--- config.mk ---
export PLATFORM = sky130hd
export DESIGN_NAME = param_shift_register
export DESIGN_NICKNAME = d
export VERILOG_FILES = /design/src/rtl/param_shift_register.sv
export SDC_FILE = /design/constraint.sdc
export NUM_CORES = 1
export LEC_CHECK = 0
export CELL_PAD_IN_SITES_DETAIL_PLACEMENT = 0
export CELL_PAD_IN_SITES_GLOBAL_PLACEMENT = 1
export CORE_MARGIN = 5
export CORE_UTILIZATION = 35
export DETAILED_ROUTE_END_ITERATION = 8
export GPL_TIMING_DRIVEN = 0
export PLACE_DENSITY_LB_ADDON = 0.3
export SLEW_MARGIN = 20
export SYNTH_ARGS = -nofsm -noshare
export SYNTH_HDL_FRONTEND = slang
export SYNTH_SLANG_ARGS = --single-unit
--- constraint.sdc ---
create_clock -name clk -period 2.6 [get_ports clk]
set_input_delay 0.52 -clock clk [delete_from_list [all_inputs] [get_ports clk]]
set_output_delay 0.52 -clock clk [all_outputs]
set_load 0.1 [all_outputs]
--- src/rtl/param_shift_register.sv ---
// WIDTH-bit D-flip-flop register bank: load/hold/clear, shift/rotate both ways, and a bulk
// engine that runs amt shift/rotate steps with a busy/done handshake. Optional PSR_PARITY_EN.
module param_shift_register #(
  parameter int unsigned WIDTH = 8,
  parameter int unsigned AMT_W = 4
) (
  input  logic             clk,
  input  logic             rst_n,
  input  logic             en,
  input  logic [2:0]       mode,
  input  logic [WIDTH-1:0] d,
  input  logic             sin,
  input  logic             start,
  input  logic [AMT_W-1:0] amt,
  output logic [WIDTH-1:0] q,
  output logic             sout,
  output logic             busy,
`ifdef PSR_PARITY_EN
  output logic             done,
  output logic             parity
`else
  output logic             done
`endif
);

  typedef enum logic [2:0] {
    OpHold = 3'd0,
    OpLoad = 3'd1,
    OpShl  = 3'd2,
    OpShr  = 3'd3,
    OpRotl = 3'd4,
    OpRotr = 3'd5,
    OpClr  = 3'd6,
    OpRsvd = 3'd7
  } op_e;

  typedef enum logic [0:0] {StIdle, StRun} state_e;

  state_e           state_q, state_d;
  logic [WIDTH-1:0] q_q, q_d;
  logic             sout_q, sout_d;
  logic             done_q, done_d;
  logic [AMT_W-1:0] cnt_q, cnt_d;
  op_e              op_q, op_d;

  op_e  mode_op;
  logic bulk_ok;
  logic do_step;
  op_e  step_op;

  assign mode_op = op_e'(mode);
  // Only shifts/rotates with a non-zero count actually enter RUN.
  assign bulk_ok = (mode_op inside {OpShl, OpShr, OpRotl, OpRotr}) && (amt != '0);

  // State register
  always_ff @(posedge clk or negedge rst_n) begin
    if (!rst_n) begin
      state_q <= StIdle;
      q_q     <= '0;
      sout_q  <= 1'b0;
      done_q  <= 1'b0;
      cnt_q   <= '0;
      op_q    <= OpHold;
    end else begin
      state_q <= state_d;
      q_q     <= q_d;
      sout_q  <= sout_d;
      done_q  <= done_d;
      cnt_q   <= cnt_d;
      op_q    <= op_d;
    end
  end

  // Next-state logic
  always_comb begin
    state_d = state_q;
    unique case (state_q)
      StIdle: if (start && bulk_ok) state_d = StRun;
      StRun:  if (cnt_q == AMT_W'(1)) state_d = StIdle;
      default: state_d = StIdle;
    endcase
  end

  // Datapath next values
  always_comb begin
    op_d    = op_q;
    cnt_d   = cnt_q;
    done_d  = 1'b0;
    do_step = 1'b0;
    step_op = OpHold;
    if (state_q == StRun) begin
      do_step = 1'b1;
      step_op = op_q;
      cnt_d   = cnt_q - AMT_W'(1);
      if (cnt_q == AMT_W'(1)) done_d = 1'b1;
    end else if (start) begin
      op_d = mode_op;
      if (bulk_ok) cnt_d = amt;
      else         done_d = 1'b1;
    end else if (en) begin
      do_step = 1'b1;
      step_op = mode_op;
    end

    q_d    = q_q;
    sout_d = sout_q;
    if (do_step) begin
      unique case (step_op)
        OpLoad: q_d = d;
        OpShl: begin
          q_d    = {q_q[WIDTH-2:0], sin};
          sout_d = q_q[WIDTH-1];
        end
        OpShr: begin
          q_d    = {sin, q_q[WIDTH-1:1]};
          sout_d = q_q[0];
        end
        OpRotl: begin
          q_d    = {q_q[WIDTH-2:0], q_q[WIDTH-1]};
          sout_d = q_q[WIDTH-1];
        end
        OpRotr: begin
          q_d    = {q_q[0], q_q[WIDTH-1:1]};
          sout_d = q_q[0];
        end
        OpClr: begin
          q_d    = '0;
          sout_d = 1'b0;
        end
        default: ;
      endcase
    end
  end

  // Outputs
  always_comb begin
    q    = q_q;
    sout = sout_q;
    busy = (state_q == StRun);
    done = done_q;
  end

`ifdef PSR_PARITY_EN
  logic parity_q;

  always_ff @(posedge clk or negedge rst_n) begin
    if (!rst_n) parity_q <= 1'b0;
    else        parity_q <= ^q_d;
  end

  assign parity = parity_q;
`endif

endmodule
==> metrics.txt <==
GP Congestion a little under 0.8; Post-DP HPWL approximately 2.1 mm; post-DR wirelength/cell 13.8 µm; Cells after DPL 195; Critical Path End Type output pin; worst setup path startpoint q[0]; share of layout cells above drive strength 1 0.163; hold_buf cts 0; Final nets between 150 and 200; # rows 21; grt ovf 0; Reg clk slew, reported paths roughly 0.11 ns; ant diodes 0; Startpoint Class flop; Tightest Hold Check Type flop to flop; antenna violations before repair 0; Fin. Hold Viols 0; maxcap violations 0; outcome finished clean; yosys warns 0; CP Data Required Time 2.08 ns; CTS tree built; number of global-route vias before repair roughly 1,000; TNS Setup 0 ns; Clk Latency, worst-skew pair between 0.2 and 0.3 ns; Main synth FF type dfrtp_1; asr flop ratio synth 1.00; critical path's top delay family buffers and inverters; PostCTS Resize Cnt 0; area growth from synthesis to layout 32.8%; Critical Path Max Stage Delay between 1 and 1.5 ns; Finish-stage setup viols 0; EDFF count, synth 0; number of port buffers 30; Tcrit/Tclk final 0.939; CTS Sinks 18; Remaining DRCs 0; GRT Util Overall 0.131; syn avg cell area approximately 10 µm²; final WL roughly 2.7 mm; f_max between 0.4 and 0.5 GHz; die area around 4700 µm²; global-route wire length before repair roughly 4.7 mm; Yosys cell types 37; WS Path Type flop to output pin; Non-Filler Instances ~200; H-tree Lvls 1; cts bufs inserted 3; Root Buffer clkbuf_4; Die Wd between 60 and 70 µm; Antenna Violating Nets Remaining 0; post-DR vias/cell ~5.0; total core area ~3300 µm²; most common cell after layout, fill and taps aside clkdlybuf4s50_1; CP cell instances clkdlybuf4s50_1; Tmin final approximately 2.4 ns; Crit Path Max Fanout 5; Yosys reg bits 18; register area share after synthesis 0.375; Buffers & Inverters on Critical Path 1; critical path's slowest cell clkdlybuf4s50_1; Worst slew margin 0.351; net count after synthesis roughly 140; clock buffer depth 2; number of fill cells in the layout 320; Detailed Route Iter0 Violations 55; most frequent cells in the layout clkdlybuf4s50_1, dfrtp_1, nand2_1; largest net degree at the start of global routing 19; clk_skew between 0.0015 and 0.002 ns; cell area after synthesis roughly 1200 µm²; Worst Path Arrival 1.92 ns; RSZ-0062 raised after global routing false; Pre-Repair DR Iteration Count 4; I/O pin cnt 31; reg2reg start busy; routed vias between 1,000 and 1,500; DIE HEIGHT between 60 and 70 µm; setup bufs post-CTS 0; Max Slew Vio Count 0; Initial Util 0.360; worst slew pin tran between 0.9 and 1 ns; Hold Startpoint q[4]; cells after synthesis roughly 120
## flip-flops by register name, indices dropped and copies added (netlist names)
register / cells
op_q: 3
sout: 1
done: 1
cnt_q: 4
q: 8
busy: 1
## synthesized netlist by cell type (3+ instances only)
cell / instances / share of area
mux2i_2: 3 / 0.034
o31ai_1: 6 / 0.037
o21a_1: 7 / 0.044
dfrtp_1: 18 / 0.37
o21ai_0: 3 / 0.012
inv_1: 4 / 0.012
nor3_1: 3 / 0.012
a211oi_1: 6 / 0.037
nor2_1: 11 / 0.034
nand2_1: 16 / 0.050
mux2i_1: 5 / 0.042
mux2_2: 4 / 0.037
## metal layers
layer,global-route usage,wire length [µm],up-vias
li1,-,-,507
met4,0.0372,14,0
met2,0.210,1320,22
met3,0.0243,156,2
met5,0,0,-
met1,0.179,1250,473
## path summary, 6_finish.rpt
path / to / slack [ns] / depth (start not counted)
min reg2reg: q[4] / 0.56 / 2
min in group asynchronous: sout / 0.69 / 1
max in group asynchronous: cnt_q[3] / 1.40 / 1
min: q[4] / 0.56 / 2
max: q[0] / 0.16 / 1
max reg2reg: q[1] / 0.77 / 6
## worst register-to-register path: stages, from the launching register on
cell      delay, ns
dfrtp_1        0.39
buf_6          0.15
mux2i_2        0.42
nor2_4         0.14
nor2_2         0.28
a211oi_1       0.13
o31ai_1        0.24
## layout make-up
type,instances,area (µm²),share of cell area
Buffer,4,47.5,0.0298
Clock buffer,4,36.3,0.0227
Inverter,4,15.0,0.00940
Multi-Input combinational cell,93,689,0.432
Sequential cell,18,450,0.282
Tap cell,46,57.6,0.0361
Timing Repair Buffer,30,300,0.188
## cell families (layout without fill, tap and decap cells)
kind of cell	count (synthesis)	in the layout	share of synthesized area
XOR/XNOR	4	4	0.0291
flip-flops	18	18	0.375
AO/OA/AOI/OAI	35	35	0.241
multiplexers	14	14	0.138
buffers and inverters	8	42	0.0520
adder cells (fa/ha/maj)	2	2	0.0208
AND/OR/NAND/NOR	38	38	0.144
## stage by stage
step | cell area, µm² | setup slack (ns) | hold slack (ns) | utilization
CTS | 1600 | 0.151 | 0.562 | 0.478
finish | 1600 | 0.159 | 0.556 | 0.478
global route | 1600 | 0.104 | 0.584 | 0.478
global placement | 1560 | 0.345 | 0.532 | 0.468
floorplan | 1200 | 0.301 | 0.224 | -
detailed placement | 1560 | 0.319 | 0.540 | 0.468
Power is left out: the tool's default activity adds up to more than one toggle a clock period on the data nets, which glitch-free logic cannot reach.
==> edit: new RTL, same flow settings <==
The parameter `AMT_W` goes from 4 to 5.
--- a/src/rtl/param_shift_register.sv
+++ b/src/rtl/param_shift_register.sv
@@ -3,5 +3,5 @@
 module param_shift_register #(
   parameter int unsigned WIDTH = 8,
-  parameter int unsigned AMT_W = 4
+  parameter int unsigned AMT_W = 5
 ) (
   input  logic             clk,
Ports: changed (resized amt); port bits go from 31 to 32. No check against the original RTL was run, so the function may have changed too.
==> edit against the original RTL <==
Die area decreased by 0.52%; first-iteration DRC count is 3.6% higher; design area fell by 0.47%; routed wire length grew 2.1%; sequential share of layout area up 1.7 points; hold slack lost 0.010 ns; non-clock buffer count up 2; sequential cell count rose by 1; area after synthesis is 0.62% lower; setup slack improved by 0.0063 ns; critical path type unchanged; largest cell class unchanged; highest routed layer unchanged.
Power is left out: the tool's default activity adds up to more than one toggle a clock period on the data nets, which glitch-free logic cannot reach.
==> edit: results <==
metrics = {
    "placement": {
        "io_buffers": 31,
        "dpl.hpwl_mm": 2.16,
        "routabilityCongestion": 0.786,
        "dp_slack_ns": -0.0188,
    },
    "critical_path": {
        "rr_endpoint": "q[0]",
        "critPathLaunch": "q[0]",
        "worst-r2r-setup-slack_ns": 0.40,
        "cpLargestDelayFamily": "buffers and inverters",
        "worstRegToRegCells": 6,
    },
    "layout": {
        "stdcell_count": 209,
        "layout.nets": 187,
        "flip_flop_count_of_the_largest_register_all_copies_and_words_added": 8,
        "layout-drive-gt1-share_pct": 8.59,
    },
    "yosys": {
        "avg_synthesized_cell_area_um2": 9.34,
        "synth_warnings": 0,
        "synth.top_cells.by_area": "dfrtp_1, nand2_1, nor2_1",
        "synthArstFlopShare_pct": 100,
        "yosysSeqAreaShare_pct": 39.8,
        "synth.top_cells.by_count": "dfrtp_1, nand2_1, nor2_1",
        "yosysUniqueCellTypes": 35,
        "synthesis.nets": 151,
    },
    "grt": {
        "grt_pass1_wl_mm": 4.68,
        "global_route.usage.total_pct": 13.1,
        "grt_max_degree": 20,
        "antenna_found_initial": 0,
        "first_global_vias": 1013,
    },
    "worst_hold_path": {
        "hold_path_end": "q[2]",
        "timing.hold.worst_path_depth": 2,
        "hold_path.startpoint": "q[2]",
    },
    "detailed_routing": {
        "post_drt_via_cell_ratio": 5.16,
        "drt-pass1-iter-count": 4,
        "drt-initial-drc-count": 57,
        "route.detailed.wl_per_inst_um": 13.4,
    },
    "clock_network": {
        "worstSkewPairLatency_ns": 0.29,
        "clock_tree.htree_level_count": 1,
        "cts-resized-gates": 0,
        "cts-buffers-inserted": 3,
        "clock_pin_slew_on_the_worst_setup_and_hold_paths_ns": 0.11,
    },
    "sta": {
        "layout_min_cycle_time_ns": 2.43,
        "whs_ns": 0.546,
        "relSlewSlack_pct": 34.4,
        "clock_skew_ns": 0.00101,
    },
    "outcome": {
        "status": "complete, no violations",
    },
}
## edit: routing by layer
| metal | vias up | routed length (µm) | GRT usage [%] |
|---|---|---|---|
| met5 | - | 0 | 0 |
| met4 | 0 | 19 | 3.47 |
| met3 | 2 | 140 | 2.46 |
| met2 | 20 | 1370 | 21.2 |
| met1 | 515 | 1270 | 17.8 |
| li1 | 541 | - | - |
## edit: area by class of cell
type                            count  area, µm²
Buffer                              5       31.3
Clock buffer                        4       26.3
Fill cell                         337       1720
Inverter                            4       15.0
Multi-Input combinational cell    100        673
Sequential cell                    19        475
Tap cell                           46       57.6
Timing Repair Buffer               31        310
## edit: cells by family (layout without fill, tap and decap cells)
logic type / count (synthesis) / in the layout / synth area share, %
compound gates: 37 / 37 / 23.5
xor+xnor: 3 / 3 / 2.20
fa+ha+maj: 2 / 2 / 2.09
buf+inv: 9 / 44 / 3.87
flops: 19 / 19 / 39.8
mux: 10 / 10 / 10.9
simple gates: 48 / 48 / 17.7
